**config.mk**
```make
export PLATFORM = sky130hd
export DESIGN_NAME = als_i2c_target_flat
export DESIGN_NICKNAME = d
export VERILOG_FILES = /design/src/rtl/als_i2c_pkg.sv /design/src/rtl/als_i2c_target_if.sv /design/src/rtl/i2c_line_sync.sv /design/src/rtl/als_i2c_target.sv /design/src/flat_wrapper.sv
export SDC_FILE = /design/constraint.sdc
export NUM_CORES = 1
export LEC_CHECK = 0
export CAP_MARGIN = 20
export CORE_MARGIN = 2
export CORE_UTILIZATION = 40
export DETAILED_ROUTE_END_ITERATION = 16
export GPL_TIMING_DRIVEN = 0
export PLACE_DENSITY = 0.66
export SYNTH_ARGS = -nofsm -noshare
export SYNTH_HDL_FRONTEND = slang
export SYNTH_HIERARCHICAL = 1
export SYNTH_SLANG_ARGS = --single-unit
```
**constraint.sdc**
```tcl
create_clock -name clk -period 3.11 [get_ports clk]
set_clock_uncertainty 0.2 [all_clocks]
set_input_delay 0.311 -clock clk [delete_from_list [all_inputs] [get_ports clk]]
set_output_delay 0.311 -clock clk [all_outputs]
set_load 0.02 [all_outputs]
```
**src/rtl/als_i2c_pkg.sv**
```systemverilog
// Shared definitions for the ALS sensor-emulating I2C target: FSM states,
// register map and the default register contents.
package als_i2c_pkg;

  typedef enum logic [3:0] {
    IDLE,
    ADDR,
    ADDR_ACK,
    WR_PTR,
    WR_ACK,
    WR_DATA,
    RD_BYTE,
    RD_ACK,
    IGNORE
  } i2c_state_e;

  localparam logic [1:0] REG_CCT_L  = 2'd0;
  localparam logic [1:0] REG_CCT_H  = 2'd1;
  localparam logic [1:0] REG_STATUS = 2'd2;
  localparam logic [1:0] REG_ID     = 2'd3;

  localparam logic [15:0] DEFAULT_CCT = 16'd6500;
  localparam logic [7:0]  CHIP_ID     = 8'hCA;

endpackage

```
**src/rtl/als_i2c_target_if.sv**
```systemverilog
// Open-drain I2C pin bundle: raw pin levels in, SDA pull-down enable out.
interface als_i2c_target_if;

  logic scl_in;
  logic sda_in;
  logic sda_oe;

  modport slave  (input scl_in, input sda_in, output sda_oe);
  modport master (output scl_in, output sda_in, input sda_oe);

endinterface

```
**src/rtl/i2c_line_sync.sv**
```systemverilog
// Synchronizes raw SCL/SDA pins and produces registered SCL edge and
// START/STOP condition pulses, all aligned with the sda_sync level.
module i2c_line_sync (
  input  logic clk,
  input  logic rst,
  input  logic scl_in,
  input  logic sda_in,
  output logic scl_rise,
  output logic scl_fall,
  output logic start_det,
  output logic stop_det,
  output logic sda_sync
);

  logic scl_s1, scl_s2, scl_d;
  logic sda_s1, sda_s2, sda_d;

  // Synchronizer and edge-detect stages carry pin levels only; they are not
  // reset so a reset mid-transfer cannot fabricate a bus condition.
  always_ff @(posedge clk) begin
    scl_s1 <= scl_in;
    scl_s2 <= scl_s1;
    scl_d  <= scl_s2;
    sda_s1 <= sda_in;
    sda_s2 <= sda_s1;
    sda_d  <= sda_s2;
  end

  // START/STOP need SCL high in both samples, so a simultaneous SCL and SDA
  // change is reported as an SCL edge only.
  always_ff @(posedge clk) begin
    if (rst) begin
      scl_rise  <= 1'b0;
      scl_fall  <= 1'b0;
      start_det <= 1'b0;
      stop_det  <= 1'b0;
    end else begin
      scl_rise  <= scl_s2 & ~scl_d;
      scl_fall  <= ~scl_s2 & scl_d;
      start_det <= scl_s2 & scl_d & sda_d & ~sda_s2;
      stop_det  <= scl_s2 & scl_d & ~sda_d & sda_s2;
    end
  end

  assign sda_sync = sda_d;

endmodule

```
**src/rtl/als_i2c_target.sv**
```systemverilog
// I2C target emulating the ambient-light sensor: pointer write then
// repeated-START read of CCT, STATUS and ID registers with anti-tear snapshot.
module als_i2c_target #(
  parameter logic [6:0]  DEV_ADDR    = 7'h29,
  parameter logic [15:0] DEFAULT_CCT = als_i2c_pkg::DEFAULT_CCT,
  parameter logic [7:0]  CHIP_ID     = als_i2c_pkg::CHIP_ID
) (
  input  logic              clk,
  input  logic              rst,
  als_i2c_target_if.slave   bus,
  input  logic [15:0]       cct_value,
  input  logic              cct_load,
  output logic              busy,
  output logic              rd_done
);

  import als_i2c_pkg::*;

  logic scl_rise, scl_fall, start_det, stop_det, sda_sync;

  i2c_line_sync u_line_sync (
    .clk      (clk),
    .rst      (rst),
    .scl_in   (bus.scl_in),
    .sda_in   (bus.sda_in),
    .scl_rise (scl_rise),
    .scl_fall (scl_fall),
    .start_det(start_det),
    .stop_det (stop_det),
    .sda_sync (sda_sync)
  );

  i2c_state_e  state;
  logic [3:0]  bit_cnt;
  logic [7:0]  shift_sr;
  logic [6:0]  tx_sr;
  logic [1:0]  ptr;
  logic        sda_oe_q;
  logic [15:0] shadow;
  logic [15:0] snapshot;
  logic        data_ready;
  logic [7:0]  rd_byte;
  logic        rd_load;
  logic        addr_match;

  assign bus.sda_oe = sda_oe_q;

  // General call (address 0) is never acknowledged, whatever DEV_ADDR is.
  assign addr_match = (shift_sr[7:1] == DEV_ADDR) && (shift_sr[7:1] != 7'd0);

  // A read byte is fetched on the SCL fall that ends the preceding ACK bit.
  assign rd_load = scl_fall && !start_det && !stop_det &&
                   ((state == ADDR_ACK && shift_sr[0]) ||
                    (state == RD_ACK && bit_cnt == 4'd9));

  always_comb begin
    rd_byte = CHIP_ID;
    case (ptr)
      REG_CCT_L:  rd_byte = shadow[7:0];
      REG_CCT_H:  rd_byte = snapshot[15:8];
      REG_STATUS: rd_byte = {7'd0, data_ready};
      default:    rd_byte = CHIP_ID;
    endcase
  end

  // Register file: a cct_load in the same cycle as the CCT_H clear wins.
  always_ff @(posedge clk) begin
    if (rst) begin
      shadow     <= DEFAULT_CCT;
      snapshot   <= DEFAULT_CCT;
      data_ready <= 1'b0;
    end else begin
      if (rd_load && ptr == REG_CCT_L) snapshot <= shadow;
      if (rd_load && ptr == REG_CCT_H) data_ready <= 1'b0;
      if (cct_load) begin
        shadow     <= cct_value;
        data_ready <= 1'b1;
      end
    end
  end

  always_ff @(posedge clk) begin
    if (rst) begin
      state    <= IDLE;
      bit_cnt  <= 4'd0;
      ptr      <= REG_CCT_L;
      sda_oe_q <= 1'b0;
      busy     <= 1'b0;
      rd_done  <= 1'b0;
    end else begin
      rd_done <= 1'b0;
      if (start_det) begin
        state    <= ADDR;
        bit_cnt  <= 4'd0;
        sda_oe_q <= 1'b0;
      end else if (stop_det) begin
        state    <= IDLE;
        bit_cnt  <= 4'd0;
        sda_oe_q <= 1'b0;
        busy     <= 1'b0;
      end else begin
        case (state)
          ADDR: begin
            if (scl_rise && bit_cnt < 4'd8) begin
              shift_sr <= {shift_sr[6:0], sda_sync};
              bit_cnt  <= bit_cnt + 4'd1;
            end else if (scl_fall && bit_cnt == 4'd8) begin
              bit_cnt <= 4'd0;
              if (addr_match) begin
                state    <= ADDR_ACK;
                sda_oe_q <= 1'b1;
                busy     <= 1'b1;
              end else begin
                state <= IGNORE;
                busy  <= 1'b0;
              end
            end
          end
          ADDR_ACK: begin
            if (rd_load) begin
              state    <= RD_BYTE;
              tx_sr    <= rd_byte[6:0];
              sda_oe_q <= ~rd_byte[7];
              ptr      <= ptr + 2'd1;
              bit_cnt  <= 4'd0;
            end else if (scl_fall) begin
              state    <= WR_PTR;
              sda_oe_q <= 1'b0;
              bit_cnt  <= 4'd0;
            end
          end
          WR_PTR: begin
            if (scl_rise && bit_cnt < 4'd8) begin
              shift_sr <= {shift_sr[6:0], sda_sync};
              bit_cnt  <= bit_cnt + 4'd1;
            end else if (scl_fall && bit_cnt == 4'd8) begin
              state    <= WR_ACK;
              sda_oe_q <= 1'b1;
              ptr      <= shift_sr[1:0];
              bit_cnt  <= 4'd0;
            end
          end
          WR_ACK: begin
            if (scl_fall) begin
              state    <= WR_DATA;
              sda_oe_q <= 1'b0;
              bit_cnt  <= 4'd0;
            end
          end
          // Count 9 marks the ACK slot of a discarded data byte.
          WR_DATA: begin
            if (scl_rise && bit_cnt < 4'd8) begin
              shift_sr <= {shift_sr[6:0], sda_sync};
              bit_cnt  <= bit_cnt + 4'd1;
            end else if (scl_fall && bit_cnt == 4'd8) begin
              sda_oe_q <= 1'b1;
              bit_cnt  <= 4'd9;
            end else if (scl_fall && bit_cnt == 4'd9) begin
              sda_oe_q <= 1'b0;
              bit_cnt  <= 4'd0;
            end
          end
          RD_BYTE: begin
            if (scl_rise) begin
              bit_cnt <= bit_cnt + 4'd1;
            end else if (scl_fall && bit_cnt == 4'd8) begin
              state    <= RD_ACK;
              sda_oe_q <= 1'b0;
              bit_cnt  <= 4'd0;
            end else if (scl_fall) begin
              sda_oe_q <= ~tx_sr[6];
              tx_sr    <= {tx_sr[5:0], 1'b0};
            end
          end
          RD_ACK: begin
            if (scl_rise && sda_sync) begin
              state   <= IGNORE;
              rd_done <= 1'b1;
              busy    <= 1'b0;
            end else if (scl_rise) begin
              bit_cnt <= 4'd9;
            end else if (rd_load) begin
              state    <= RD_BYTE;
              tx_sr    <= rd_byte[6:0];
              sda_oe_q <= ~rd_byte[7];
              ptr      <= ptr + 2'd1;
              bit_cnt  <= 4'd0;
            end
          end
          default: ;
        endcase
      end
    end
  end

endmodule
```
**src/flat_wrapper.sv**
```systemverilog
// flat-port wrapper written by rule: the top's interface ports become plain ports
module als_i2c_target_flat import als_i2c_pkg::*;
#(
  parameter logic [6:0]  DEV_ADDR    = 7'h29,
  parameter logic [15:0] DEFAULT_CCT = als_i2c_pkg::DEFAULT_CCT,
  parameter logic [7:0]  CHIP_ID     = als_i2c_pkg::CHIP_ID
)
  (clk, rst, cct_value, cct_load, busy, rd_done, bus_scl_in, bus_sda_in, bus_sda_oe);
  als_i2c_target_if bus_i ();
  input  logic clk;
  input  logic rst;
  input  logic [15:0] cct_value;
  input  logic cct_load;
  output logic busy;
  output logic rd_done;
  input wire logic [$bits(bus_i.scl_in)-1:0] bus_scl_in;
  input wire logic [$bits(bus_i.sda_in)-1:0] bus_sda_in;
  output wire logic [$bits(bus_i.sda_oe)-1:0] bus_sda_oe;
  assign bus_i.scl_in = bus_scl_in;
  assign bus_i.sda_in = bus_sda_in;
  assign bus_sda_oe = bus_i.sda_oe;
  als_i2c_target #(.DEV_ADDR(DEV_ADDR), .DEFAULT_CCT(DEFAULT_CCT), .CHIP_ID(CHIP_ID)) u_core (.clk(clk), .rst(rst), .bus(bus_i), .cct_value(cct_value), .cct_load(cct_load), .busy(busy), .rd_done(rd_done));
endmodule
```
Word-level counts from Yosys, hierarchy flattened
Cells that the tools add are included.
- output and inout port bits: 3
- bits in read-only memories: 0
- register bits: 71
- logic and storage cells: 193
- bits in writable memories: 0
- memories: 0
- bits in latches: 0
- multiplexer cells: 68
- reduce and logical (&&, ||, !) cells: 37
- add/sub/neg operators: 2
- order comparisons: 1
- bitwise logic cells: 17
- multiply operators: 0
- div/mod/pow operators: 0
- shift operators: 0
- equality and inequality tests: 46
- operator list (cell ; count):
    $mux W4 ; 24
    $pmux W4 S6 ; 2
    $mux W7 ; 6
    $mux W1 ; 26
    $pmux W8 S3 ; 1
    $reduce_and A11 Y1 ; 2
    $pmux W7 S3 ; 1
    $ne A2 B2 Y1 const B ; 9
    $eq A4 B3 Y1 const B ; 4
    $ne A4 B4 Y1 const B ; 4
    $ne A3 B2 Y1 const B ; 5
    $reduce_bool A7 Y1 ; 2
    $reduce_and A13 Y1 ; 1
    $logic_and A1 B1 Y1 ; 12
    $ne A4 B3 Y1 const B ; 3
    $reduce_bool A6 Y1 ; 2
    $mux W2 ; 5
    $ne A2 B1 Y1 const B ; 5
    $ne A5 B4 Y1 const B ; 2
    $not A1 Y1 ; 10
    $reduce_and A5 Y1 ; 2
    $ne A3 B3 Y1 const B ; 3
    $reduce_and A9 Y1 ; 1
    $reduce_bool A3 Y1 ; 3
    other kinds (26) ; 36

Depth between registers and ports, before layout
- depth after elaboration: 10
- gate-level depth with buffers: 8
- mapped depth without buffers: 7

By module
Netlist, hierarchy kept.
- by module, submodules not included (module ; times used ; cells each ; area each (um^2)):
    als_i2c_target ; 1 ; 298 ; 2907.8
    i2c_line_sync ; 1 ; 15 ; 260.2

Worst setup path before layout
OpenSTA, ideal clock, no wires.
- kind: reg2reg
- from: register u_core.bit_cnt[0]
- to: register u_core.tx_sr[1] (enable)
- clock period less this slack: 2.352 ns
- arrival: 1.790 ns
- data required time: 2.548 ns
- stages on the path, launching flop included: 7
- setup time: 0.362 ns
- slack: 0.758 ns
- path through: dfxtp_1 > inv_1 > ha_1 > and4b_1 > a32o_1 > nor4_2 > a21boi_1
- cells in the longest elaborated chain, start to end: 4
- RTL lines (what ; line ; source):
    from (decl) ; als_i2c_target.sv:34 ; logic [3:0] bit_cnt;
    from (signal assigned) ; als_i2c_target.sv:106 ; bit_cnt <= bit_cnt + 4'd1;
    from (signal assigned) ; als_i2c_target.sv:135 ; bit_cnt <= bit_cnt + 4'd1;
    from (signal assigned) ; als_i2c_target.sv:154 ; bit_cnt <= bit_cnt + 4'd1;
    $eq A4 B4 Y1 ; als_i2c_target.sv:166 ; end else if (scl_fall && bit_cnt == 4'd8) begin
    $logic_and A1 B1 Y1 ; als_i2c_target.sv:166 ;
    $ne A2 B2 Y1 (no line) ; n/a ;
    $reduce_and A9 Y1 (no line) ; n/a ;
    to (signal assigned) ; als_i2c_target.sv:122 ; tx_sr <= rd_byte[6:0];
    to (signal assigned) ; als_i2c_target.sv:172 ; tx_sr <= {tx_sr[5:0], 1'b0};
    to (signal assigned) ; als_i2c_target.sv:184 ; tx_sr <= rd_byte[6:0];
    to (decl) ; als_i2c_target.sv:36 ; logic [6:0] tx_sr;
Every way passes these cells.
A chain may end at the register's enable or synchronous reset.

Worst setup path in the final report
- from: register u_core.bit_cnt[0]
- to: register u_core.tx_sr[5] (enable)
The elaborated chain is that of the path after synthesis.

==> flow_summary.ini <==
[outcome]
outcome = completed

[layout]
multi_input_area_um2 = 1610
num_antenna_cells = 0
seqCellArea_um2 = 1410
area_growth_pct = 17.5
fin_nets = 374
fill_cells = 739
final_layout_size_suffix_gt1_share_pct = 13.1

[worst_setup_path]
critPathLaunchType = flip-flop
slowest_stage = a21boi_1
r2r_start = u_core/bit_cnt[0]$_SDFFE_PP0P_
worstPathRequired_ns = 2.89
crit_chain = inv_1, ha_1, and4b_1, a32o_1, nor4_2, a21boi_1
r2r_end = u_core/tx_sr[5]$_DFFE_PP_
max_stage_delay_ns = 0.54
critPathMaxFanout = 7
crit_path_end_kind = flip-flop
crit_type = reg2reg
cp_data_arrival_time_ns = 2.50
r2r_setup_slack_ns = 0.39
r2r_cells = 6

[synthesis]
muxShareOfSynthArea_pct = 8.21
synthFlopType = dfxtp_1
synth_top_family_by_area = simple AND/OR/NAND/NOR gates
synthArstFlopShare_pct = 0
synth_fp_nets = 341
synth_compound_area_share_pct = 19.5
synth_cells = 313
synthTopCellsByCount = 48 x dfxtp_1, 29 x nand2_1, 27 x nor2_1, 26 x mux2i_1, 15 x edfxtp_1
synth.ff_latch_count = 63
synth_area_um2 = 3170
synth.most_common_cell = dfxtp_1
synth_fa_ha_area_share_pct = 2.76
yosys.area.top_type = dfxtp_1
synth_edf_count = 15
synth.avg_cell_area_um2 = 10.1
synth_cell_type_count = 69
seq_area_frac_synth_pct = 44.5
synth-xor-area-share_pct = 0.276
synth_warnings = 6
synth-simple-area-share_pct = 20.1
yosysTopAreaCellShare_pct = 30.3
synthTopCellsByArea = dfxtp_1 30%, edfxtp_1 14%, mux2i_1 8.2%, nand2_1 3.4%, nor2_1 3.2%

[timing]
maxSlewViolCount = 0
rsz0062_at_grt = no
fin_crit_sh_pct = 87.4
worst_slew_pin_slew_ns = 0.626
setup_viol = 0
setup_ws_ns = 0.393
hold_violations = 0
period_needed_ns = 2.72
slew_headroom_pct = 57.7
tns_ns = 0
fmax_mhz = 368

[detailed_routing]
wl_per_cell_um = 16.9
num_vias = 2546
via_per_inst = 5.62
drc = 0
drt-initial-drc-count = 350
drtAntennaViolNets = 0
drtPass1Iterations = 6
wirelength_mm = 7.66

[clock_tree]
htreeDepth = 3
cts_resized = 0
cts_tree = built
path_clk_slew_ns = 0.07
cts_hold_buf = 0
clk_path_buf_depth = 2
cts_sinks = 63
cts-root-buf = clkbuf_8
clk_latency_ns = 0.35
cts_setup_buffers = 0
cts_buffers = 9

[power]
p_leak_uw = 0.00144
ir_drop_v = 0.000279
p_per_area_nw_per_um2 = 465

[floorplanning]
fp.dieW_um = 93.0
die_area_um2 = 8650
initial_core_util_pct = 41.2
placeableCoreArea_um2 = 7690
num_io_pins = 24
die_h_um = 93.0
row_count = 32

[global_routing]
grt_max_degree = 13
grt_pass1_vias = 2432
overflow = 0
antenna_found_initial = 0
grt_pass1_wl_mm = 12.7
track_usage_pct = 19.0

[hold_path]
hold_start = u_core/u_line_sync/sda_s1$_DFF_P_
min_path_cells = 0
hold_end = u_core/u_line_sync/sda_s2$_DFF_P_
hold_class = reg2reg

[placed_design]
place_congestion = 0.940
io_buffers = 22
pre_cts_slack_ns = 0.233
hpwl_mm = 5.48

[flow_run]
cap_violations = 0
-- cell usage in the layout, fill, tap and decap left out, types with 3 or more instances in the layout --
| cell | count |
|---|---|
| a211oi_1 | 7 |
| a21oi_1 | 14 |
| a221oi_1 | 4 |
| a22o_1 | 6 |
| a22oi_1 | 4 |
| a31oi_1 | 3 |
| and2_1 | 3 |
| and3_1 | 3 |
| buf_2 | 7 |
| buf_4 | 3 |
| clkbuf_1 | 7 |
| clkbuf_8 | 10 |
| clkdlybuf4s50_1 | 22 |
| dfxtp_1 | 48 |
| edfxtp_1 | 15 |
| ha_1 | 7 |
| inv_1 | 12 |
| mux2i_1 | 26 |
| nand2_1 | 29 |
| nand3_1 | 5 |
| nand4_1 | 3 |
| nor2_1 | 27 |
| nor2b_1 | 4 |
| nor3_1 | 4 |
| nor3b_1 | 3 |
| nor3b_2 | 3 |
| o2111ai_1 | 3 |
| o211ai_1 | 4 |
| o21ai_0 | 5 |
-- worst max-delay path: cells and delay by family (launching register included) --
| family | cells | cell delay, ns |
|---|---|---|
| AO/OA/AOI/OAI | 2 | 0.81 |
| AND/OR/NAND/NOR | 2 | 0.57 |
| buffers and inverters | 1 | 0.10 |
| flip-flops | 1 | 0.44 |
| adder cells (fa/ha/maj) | 1 | 0.24 |
-- layout make-up --
cell class / count / area share, %
repair buffers: 22 / 5.92
well taps: 102 / 3.43
inverters: 12 / 1.21
clock inverters: 6 / 1.82
multi-input cells: 219 / 43.3
flip-flops and latches: 63 / 37.9
plain buffers: 19 / 2.66
clock buffers: 10 / 3.70
-- kinds of logic after synthesis --
| family | count (synthesis) |
|---|---|
| buf+inv | 31 |
| simple gates | 108 |
| fa+ha+maj | 7 |
| compound gates | 77 |
| flops | 63 |
| xor+xnor | 1 |
| mux | 26 |
-- power breakdown --
group	leakage (uW)	total (uW)	internal [uW]	switching, uW
registers	0.000530	868	854	13.6
clock network	0.000107	746	397	349
logic	0.000804	116	56.8	58.9
-- layer usage --
metal	track usage (%)	wire length, um	vias to the layer above
li1	-	-	1241
met2	28.2	3430	108
met1	26.8	3490	1181
met5	0	0	-
met4	7.48	142	0
met3	4.27	602	16
-- registers in the layout, indices dropped and copies added (netlist names), 2 cells and up --
signal	cells
u_core/tx_sr	7
u_core/state	4
u_core/ptr	2
u_core/shift_sr	8
u_core/shadow	16
u_core/snapshot	8
u_core/bit_cnt	4
-- through the flow --
stage	util, %	instance area [um2]	hold slack (ns)	instances	power [uW]
3_5_place_dp	45.7	3520	0.116	437	1000
4_1_cts	48.4	3720	0.139	453	1740
2_1_floorplan	-	3170	0.110	313	952
3_3_place_gp	45.7	3520	0.114	437	1000
5_1_grt	48.4	3720	0.140	453	1800
6_report	48.4	3720	0.133	453	1730
-- how the worst max path moves through the flow --
stage | from | to | depth (start not counted)
floorplan | u_core/bit_cnt[0]$_SDFFE_PP0P_ | u_core/tx_sr[1]$_DFFE_PP_ | 6
global placement | rst | u_core/tx_sr[4]$_DFFE_PP_ | 5
detailed placement | rst | u_core/tx_sr[4]$_DFFE_PP_ | 5
CTS | u_core/bit_cnt[0]$_SDFFE_PP0P_ | u_core/tx_sr[5]$_DFFE_PP_ | 6
global route | u_core/bit_cnt[0]$_SDFFE_PP0P_ | u_core/tx_sr[5]$_DFFE_PP_ | 6
finish | u_core/bit_cnt[0]$_SDFFE_PP0P_ | u_core/tx_sr[5]$_DFFE_PP_ | 6
Note: power is estimated with default switching activity, not from simulation.
